==> src/rtl/dmem_pkg.sv <==
// Shared definitions for the data-memory responder: FSM state encoding,
// I/O word indices, RAM depth and wait-counter width.
package dmem_pkg;

  typedef enum logic [1:0] {
    IDLE = 2'd0,
    WAIT = 2'd1,
    RESP = 2'd2
  } state_t;

  localparam int IO_SW_IDX  = 126;
  localparam int IO_LED_IDX = 127;
  localparam int RAM_WORDS  = 126;
  localparam int CNT_W      = 4;

endpackage

==> src/rtl/sync2.sv <==
// Two-flop synchronizer for asynchronous level inputs (board switches).
module sync2 #(
  parameter int WIDTH = 3
) (
  input  logic             clk,
  input  logic             reset,
  input  logic [WIDTH-1:0] d,
  output logic [WIDTH-1:0] q
);

  logic [WIDTH-1:0] meta;

  // two-stage capture of the asynchronous input
  always_ff @(posedge clk or negedge reset) begin
    if (!reset) begin
      meta <= '0;
      q    <= '0;
    end else begin
      meta <= d;
      q    <= meta;
    end
  end

endmodule

==> src/rtl/dmem_responder.sv <==
// Data-memory responder: req/ack handshake with WAIT_CYCLES wait states,
// 126-word RAM plus switch (word 126, read-only) and LED (word 127) I/O words.
// The memory operation happens at the clock edge that enters RESP, so rdata,
// led_out and perr are already valid during the single ack cycle.
// Optional build macro DMEM_PARITY_EN adds an even-parity bit to every RAM
// word and reports mismatches on perr alongside ack.
// The I/O decode assumes ADDRWIDTH = 8 (word indices 126/127).
module dmem_responder
  import dmem_pkg::*;
#(
  parameter int DATAWIDTH   = 16,
  parameter int ADDRWIDTH   = 8,
  parameter int WAIT_CYCLES = 2
) (
  input  logic                 clk,
  input  logic                 reset,
  input  logic                 req,
  input  logic                 we,
  input  logic [ADDRWIDTH-1:0] addr,
  input  logic [DATAWIDTH-1:0] wdata,
  output logic [DATAWIDTH-1:0] rdata,
  output logic                 ack,
  output logic                 busy,
  input  logic [2:0]           sw_in,
  output logic [DATAWIDTH-1:0] led_out,
  output logic                 perr
);

  localparam int IDX_W = ADDRWIDTH - 1;
`ifdef DMEM_PARITY_EN
  localparam int RAM_W = DATAWIDTH + 1;
`else
  localparam int RAM_W = DATAWIDTH;
`endif
  localparam logic [IDX_W-1:0] SW_IDX  = IDX_W'(IO_SW_IDX);
  localparam logic [IDX_W-1:0] LED_IDX = IDX_W'(IO_LED_IDX);
  localparam logic [IDX_W-1:0] RAM_TOP = IDX_W'(RAM_WORDS);

  state_t               state, state_nxt;
  logic [CNT_W-1:0]     cnt;
  logic                 lat_we;
  logic [IDX_W-1:0]     lat_idx;
  logic [DATAWIDTH-1:0] lat_wdata;
  logic [2:0]           sw_sync;
  logic [RAM_W-1:0]     ram [RAM_WORDS];

  // Operand actually used by the memory access; from the ports only when
  // WAIT_CYCLES = 0 and the access fires on the accept edge itself.
  logic                 op_fire;
  logic                 op_we;
  logic [IDX_W-1:0]     op_idx;
  logic [DATAWIDTH-1:0] op_wdata;
  logic                 op_ram;
  logic [RAM_W-1:0]     ram_wword;
  logic [RAM_W-1:0]     ram_rword;
  logic                 par_bad;

`ifdef DMEM_PARITY_EN
  function automatic logic even_par(input logic [DATAWIDTH-1:0] d);
    return ^d;
  endfunction

  assign ram_wword = {even_par(op_wdata), op_wdata};
  assign par_bad   = ram_rword[DATAWIDTH] ^ even_par(ram_rword[DATAWIDTH-1:0]);
`else
  assign ram_wword = op_wdata;
  assign par_bad   = 1'b0;
`endif

  assign op_ram    = (op_idx < RAM_TOP);
  assign ram_rword = ram[op_idx];
  assign ack       = (state == RESP);
  assign busy      = (state != IDLE);

  sync2 #(.WIDTH(3)) u_sw_sync (
    .clk   (clk),
    .reset (reset),
    .d     (sw_in),
    .q     (sw_sync)
  );

  // FSM state register
  always_ff @(posedge clk or negedge reset) begin
    if (!reset) state <= IDLE;
    else        state <= state_nxt;
  end

  // next-state logic and selection of the operand for the firing access
  always_comb begin
    state_nxt = state;
    op_fire   = 1'b0;
    op_we     = lat_we;
    op_idx    = lat_idx;
    op_wdata  = lat_wdata;
    unique case (state)
      IDLE: begin
        op_we    = we;
        op_idx   = addr[ADDRWIDTH-1:1];
        op_wdata = wdata;
        if (req) begin
          if (WAIT_CYCLES == 0) begin
            state_nxt = RESP;
            op_fire   = 1'b1;
          end else begin
            state_nxt = WAIT;
          end
        end
      end
      WAIT: begin
        if (cnt == CNT_W'(1)) begin
          state_nxt = RESP;
          op_fire   = 1'b1;
        end
      end
      RESP:    state_nxt = IDLE;
      default: state_nxt = IDLE;
    endcase
  end

  // wait-state counter, loaded on accept and counted down in WAIT
  always_ff @(posedge clk or negedge reset) begin
    if (!reset)                     cnt <= '0;
    else if (state == IDLE && req)  cnt <= CNT_W'(WAIT_CYCLES);
    else if (state == WAIT)         cnt <= cnt - 1'b1;
  end

  // operand latch on accept; requester may drop or change inputs afterwards
  always_ff @(posedge clk) begin
    if (state == IDLE && req) begin
      lat_we    <= we;
      lat_idx   <= addr[ADDRWIDTH-1:1];
      lat_wdata <= wdata;
    end
  end

  // RAM write port; an access interrupted by reset never writes
  always_ff @(posedge clk) begin
    if (reset && op_fire && op_we && op_ram) ram[op_idx] <= ram_wword;
  end

  // load data, LED register and parity flag, all updated on the access edge
  always_ff @(posedge clk or negedge reset) begin
    if (!reset) begin
      rdata   <= '0;
      led_out <= '0;
      perr    <= 1'b0;
    end else if (op_fire) begin
      perr <= !op_we && op_ram && par_bad;
      if (op_we) begin
        if (op_idx == LED_IDX) led_out <= op_wdata;
      end else if (op_ram) begin
        rdata <= ram_rword[DATAWIDTH-1:0];
      end else if (op_idx == SW_IDX) begin
        rdata <= {{(DATAWIDTH-3){1'b0}}, sw_sync};
      end else begin
        rdata <= led_out;
      end
    end
  end

endmodule

==> config.mk <==
export PLATFORM = sky130hd
export DESIGN_NAME = dmem_responder
export DESIGN_NICKNAME = d
export VERILOG_FILES = /design/src/rtl/dmem_pkg.sv /design/src/rtl/sync2.sv /design/src/rtl/dmem_responder.sv
export SDC_FILE = /design/constraint.sdc
export NUM_CORES = 2
export LEC_CHECK = 0
export ABC_CLOCK_PERIOD_IN_PS = 3500
export CORE_MARGIN = 2
export CORE_UTILIZATION = 25
export CTS_CLUSTER_DIAMETER = 50
export DETAILED_ROUTE_END_ITERATION = 8
export GPL_ROUTABILITY_DRIVEN = 0
export PLACE_DENSITY_LB_ADDON = 0.25
export SYNTH_ARGS = -nofsm -noshare
export SYNTH_HDL_FRONTEND = slang
export SYNTH_SLANG_ARGS = --single-unit
==> constraint.sdc <==
create_clock -name clk -period 3.5 [get_ports clk]
set_input_delay 0.525 -clock clk [delete_from_list [all_inputs] [get_ports clk]]
set_output_delay 0.525 -clock clk [all_outputs]
set_load 0.02 [all_outputs]
==> impl_metrics.ini <==
[synthesis]
synth-main-ff-cell = edfxtp_1
synthCells = 5033
synth_mux_area_share_pct = 2.61
syn_avg_cell_area_um2 = 15.8
syn_area_um2 = 79700
synth_top_family_by_area = compound AO/OA/AOI/OAI gates
ys_warn_count = 0
synth_seq_cells = 2084
synth-simple-area-share_pct = 5.62
synthesis.nets = 5066
synth_edf_count = 2040
synth_fa_ha_area_share_pct = 0.0314
ys_seq_area_share_pct = 78.2
synth_compound_area_share_pct = 11.6
synth_xor_area_share_pct = 0
synth_cell_type_count = 77
async_flop_share_pct = 2.11

[die]
die_h_um = 569
io_pins = 66
die_width_um = 569
initial_utilization_pct = 25.1
fp-row-count = 207
die_area_um2 = 323000
core_um2 = 318000

[power_and_ir_drop]
switchingPower_mw = 24.7
internal_power_mw = 53.5
clkPwrFrac_pct = 34.0
total_power_mw = 78.1
swShare_pct = 31.6
p_per_area_nw_per_um2 = 761
comb_power_share_pct = 26.8
p_leak_nw = 34.0
p_seq_share_pct = 39.2
max-vdd-ir-drop_mv = 0.570

[finish]
area_growth_pct = 28.7
antennaDiodeCount = 0
final_layout_size_suffix_gt1_share_pct = 22.9
fin_cells = 10200
final_nets = 5898
final_util_pct = 32.3

[cts]
cts_tree = built
clkLatencyLatePin_ns = 0.93
cts_buffers = 275
cts_buffer_depth = 4
root_buffer = clkbuf_16
clock_sink_count = 2084
cts_htree_levels = 5
path_clk_slew_ns = 0.05

[timing]
tightest_slew_ns = 0.907
fin_crit_sh_pct = 100
min_period_ns = 3.50
hold_violations = 0
skew_ns = 0.0561
clock.fmax_ghz = 0.285
drv_slew = 0
fin_setup_tns_ns = -0.00496
slew_headroom_pct = 39.3
setup_viol = 1
setup_slack_ns = -0.00496
rsz0062_at_grt = yes

[critical_path]
cp_max_fo = 24
cp.arrival_ns = 4.26
worstRegToRegCells = 11
crit_path_start_kind = register
reg2reg_to = rdata[0]
criticalPathCategory = register to register
crit_path_frequent_cell = buf_12
r2r_start = state[0]
crit_path_top_delay_cell = nor4b_4
critPathMaxStageDelay_ns = 0.48
critPathRequiredTime_ns = 4.26
rrSetupSlack_ns = -0.005
cp-end-kind = register
crit_chain = buf_12 > o21a_4 > nor2_4 > buf_12 > buf_6 > mux2_2 > a222oi_1 > a21oi_1 > nor4_2 > nor4b_4 > a31oi_1

[global_routing]
grt_pass1_vias = 50100
grt_antenna_before_repair = 13
grt.total_usage_pct = 17.1
grt_pass1_wl_mm = 396
grt_use_met2_pct = 27.7
grt_max_degree = 78
grt_use_met3_pct = 2.70
grt.busiest_layer = met2
overflow = 0
grt_util_met1_pct = 23.4

[run]
cap_viol_max_count = 0

[place]
dp_hpwl_mm = 182
dp_slack_ns = -1.50
portBuffers = 63
numPlacedInstances = 9731

[drt]
routed_wl_mm = 283
antenna_left = 0
vias = 50700
drc = 0
drt_iter0_drc = 6168
wl_per_cell_um = 27.7
firstDrtPassIters = 9
viasPerCell = 4.95

[status]
failed_checks = negative setup slack
status = finished, violations left

[worst_hold_path]
hp-class = primary input to asynchronous set/reset pin
## worst max-delay path by stage
stage	cells past startpoint	startpoint	end
2_1_floorplan	9	addr[3]	ram[107][0]
3_3_place_gp	12	addr[1]	rdata[0]
3_5_place_dp	12	addr[1]	rdata[0]
4_1_cts	14	state[0]	rdata[11]
5_1_grt	11	state[0]	rdata[0]
6_report	11	state[0]	rdata[0]
## cell usage in the layout (no fill, tap or decap), drive strengths merged, types with 22 or more instances in the layout
| cell | n |
|---|---|
| o22a | 28 |
| nor2 | 177 |
| clkbuf | 333 |
| edfxtp | 2040 |
| a21oi | 435 |
| o41ai | 27 |
| a211oi | 75 |
| clkinv | 82 |
| nand3 | 88 |
| clkdlybuf4s50 | 62 |
| clkinvlp | 22 |
| o22ai | 22 |
| a222oi | 166 |
| buf | 827 |
| a31oi | 98 |
| a22o | 31 |
| a22oi | 69 |
| o21ai | 71 |
| dfrtp | 44 |
| mux2i | 145 |
| inv | 23 |
| nand2 | 788 |
| mux2 | 54 |
| o211ai | 33 |
| a221oi | 77 |
## sequential cells by signal (all words and copies together), names as in the netlist, 3 cells and up
signal and flops:
cnt 4, u_sw_sync.meta 3, rdata 16, lat_wdata 16, u_sw_sync.q 3, ram 2016, lat_idx 7, led_out 16
## power groups by stage
stage	clock network, mW	logic [mW]	registers, mW
after global placement	0	20.0	31.1
after floorplan	0	8.54	31.4
after detailed placement	0	20.1	31.1
after CTS	27.0	20.9	30.6
after global routing	28.0	22.2	30.6
final	26.5	20.9	30.6
## logic make-up (layout without fill, tap and decap cells)
kind of cell | after synthesis | after routing
AOI/OAI and AO/OA | 1287 | 1287
adders and majority gates | 2 | 2
buffers and inverters | 350 | 1372
DFF | 2084 | 2084
muxes | 200 | 200
other | 1 | 1
and+or+nand+nor | 1109 | 1109
## repair_timing
item                                    in CTS  in global routing
hold buffers                                 3                  0
endpoints found under the setup margin      60                 29
cloned                                       6                  0
pin swaps                                   15                 14
setup buffers                               22                  7
endpoints found under the hold margin        9                  0
gates resized for setup                     54                 35
## cells in the mapped netlist, types with 5 or more instances
| cell type | n | area, um2 |
|---|---|---|
| a22o_1 | 31 | 272 |
| a41o_1 | 14 | 140 |
| a222oi_1 | 166 | 1660 |
| a21boi_0 | 13 | 97.6 |
| nand3_1 | 88 | 440 |
| nand4_1 | 6 | 37.5 |
| dfrtp_1 | 44 | 1100 |
| a31oi_1 | 98 | 613 |
| o21ai_0 | 62 | 310 |
| nor2_1 | 174 | 653 |
| nand2_1 | 787 | 2950 |
| inv_1 | 6 | 22.5 |
| or3_1 | 6 | 37.5 |
| o21ai_1 | 7 | 35.0 |
| a21o_1 | 14 | 105 |
| mux2i_1 | 145 | 1450 |
| a2111oi_0 | 6 | 52.6 |
| nand2b_1 | 7 | 43.8 |
| o22ai_1 | 19 | 119 |
| clkbuf_1 | 148 | 556 |
| mux2_2 | 50 | 563 |
| a32o_1 | 16 | 160 |
| a221oi_1 | 77 | 674 |
| buf_1 | 49 | 184 |
| a2111oi_2 | 10 | 150 |
| a211o_1 | 13 | 114 |
| o41ai_1 | 27 | 236 |
| o211ai_1 | 32 | 240 |
| o22a_1 | 28 | 245 |
| a21oi_1 | 435 | 2180 |
| buf_2 | 127 | 636 |
| a22oi_1 | 69 | 518 |
| a211oi_1 | 75 | 563 |
| or2_2 | 5 | 31.3 |
| edfxtp_1 | 2040 | 61300 |
| o31a_1 | 15 | 131 |
| o2111a_1 | 13 | 146 |
| buf_4 | 18 | 135 |
| o221ai_1 | 14 | 123 |
## cell type report
type	instances	area, um2
clock inverter	134	1160
inverter	7	31.3
clock buffer	333	7320
multi-input combinational	2599	16600
fill	30800	215000
sequential	2084	62400
timing repair buffer	898	9920
tap	4180	5230
## critical path, delay by kind of cell, from the launching register on
family / cells / cell delay (ns)
mux: 1 / 0.37
flops: 1 / 0.46
buf+inv: 3 / 0.70
compound gates: 4 / 0.87
simple gates: 3 / 0.91
## routing by layer
metal / share of wire [%] / vias to the layer above
met3: 6.4 / 411
met5: 0.0095 / -
met4: 3.1 / 4
met2: 47 / 1870
li1: - / 21800
met1: 44 / 26600
## stage by stage
step,area (um2),hold WS (ns)
2_1_floorplan,79800,0.229
3_3_place_gp,93200,0.342
3_5_place_dp,93200,0.338
4_1_cts,102000,0.00150
5_1_grt,103000,0.0413
6_report,103000,0.0592
(Power assumes the default switching activity.)
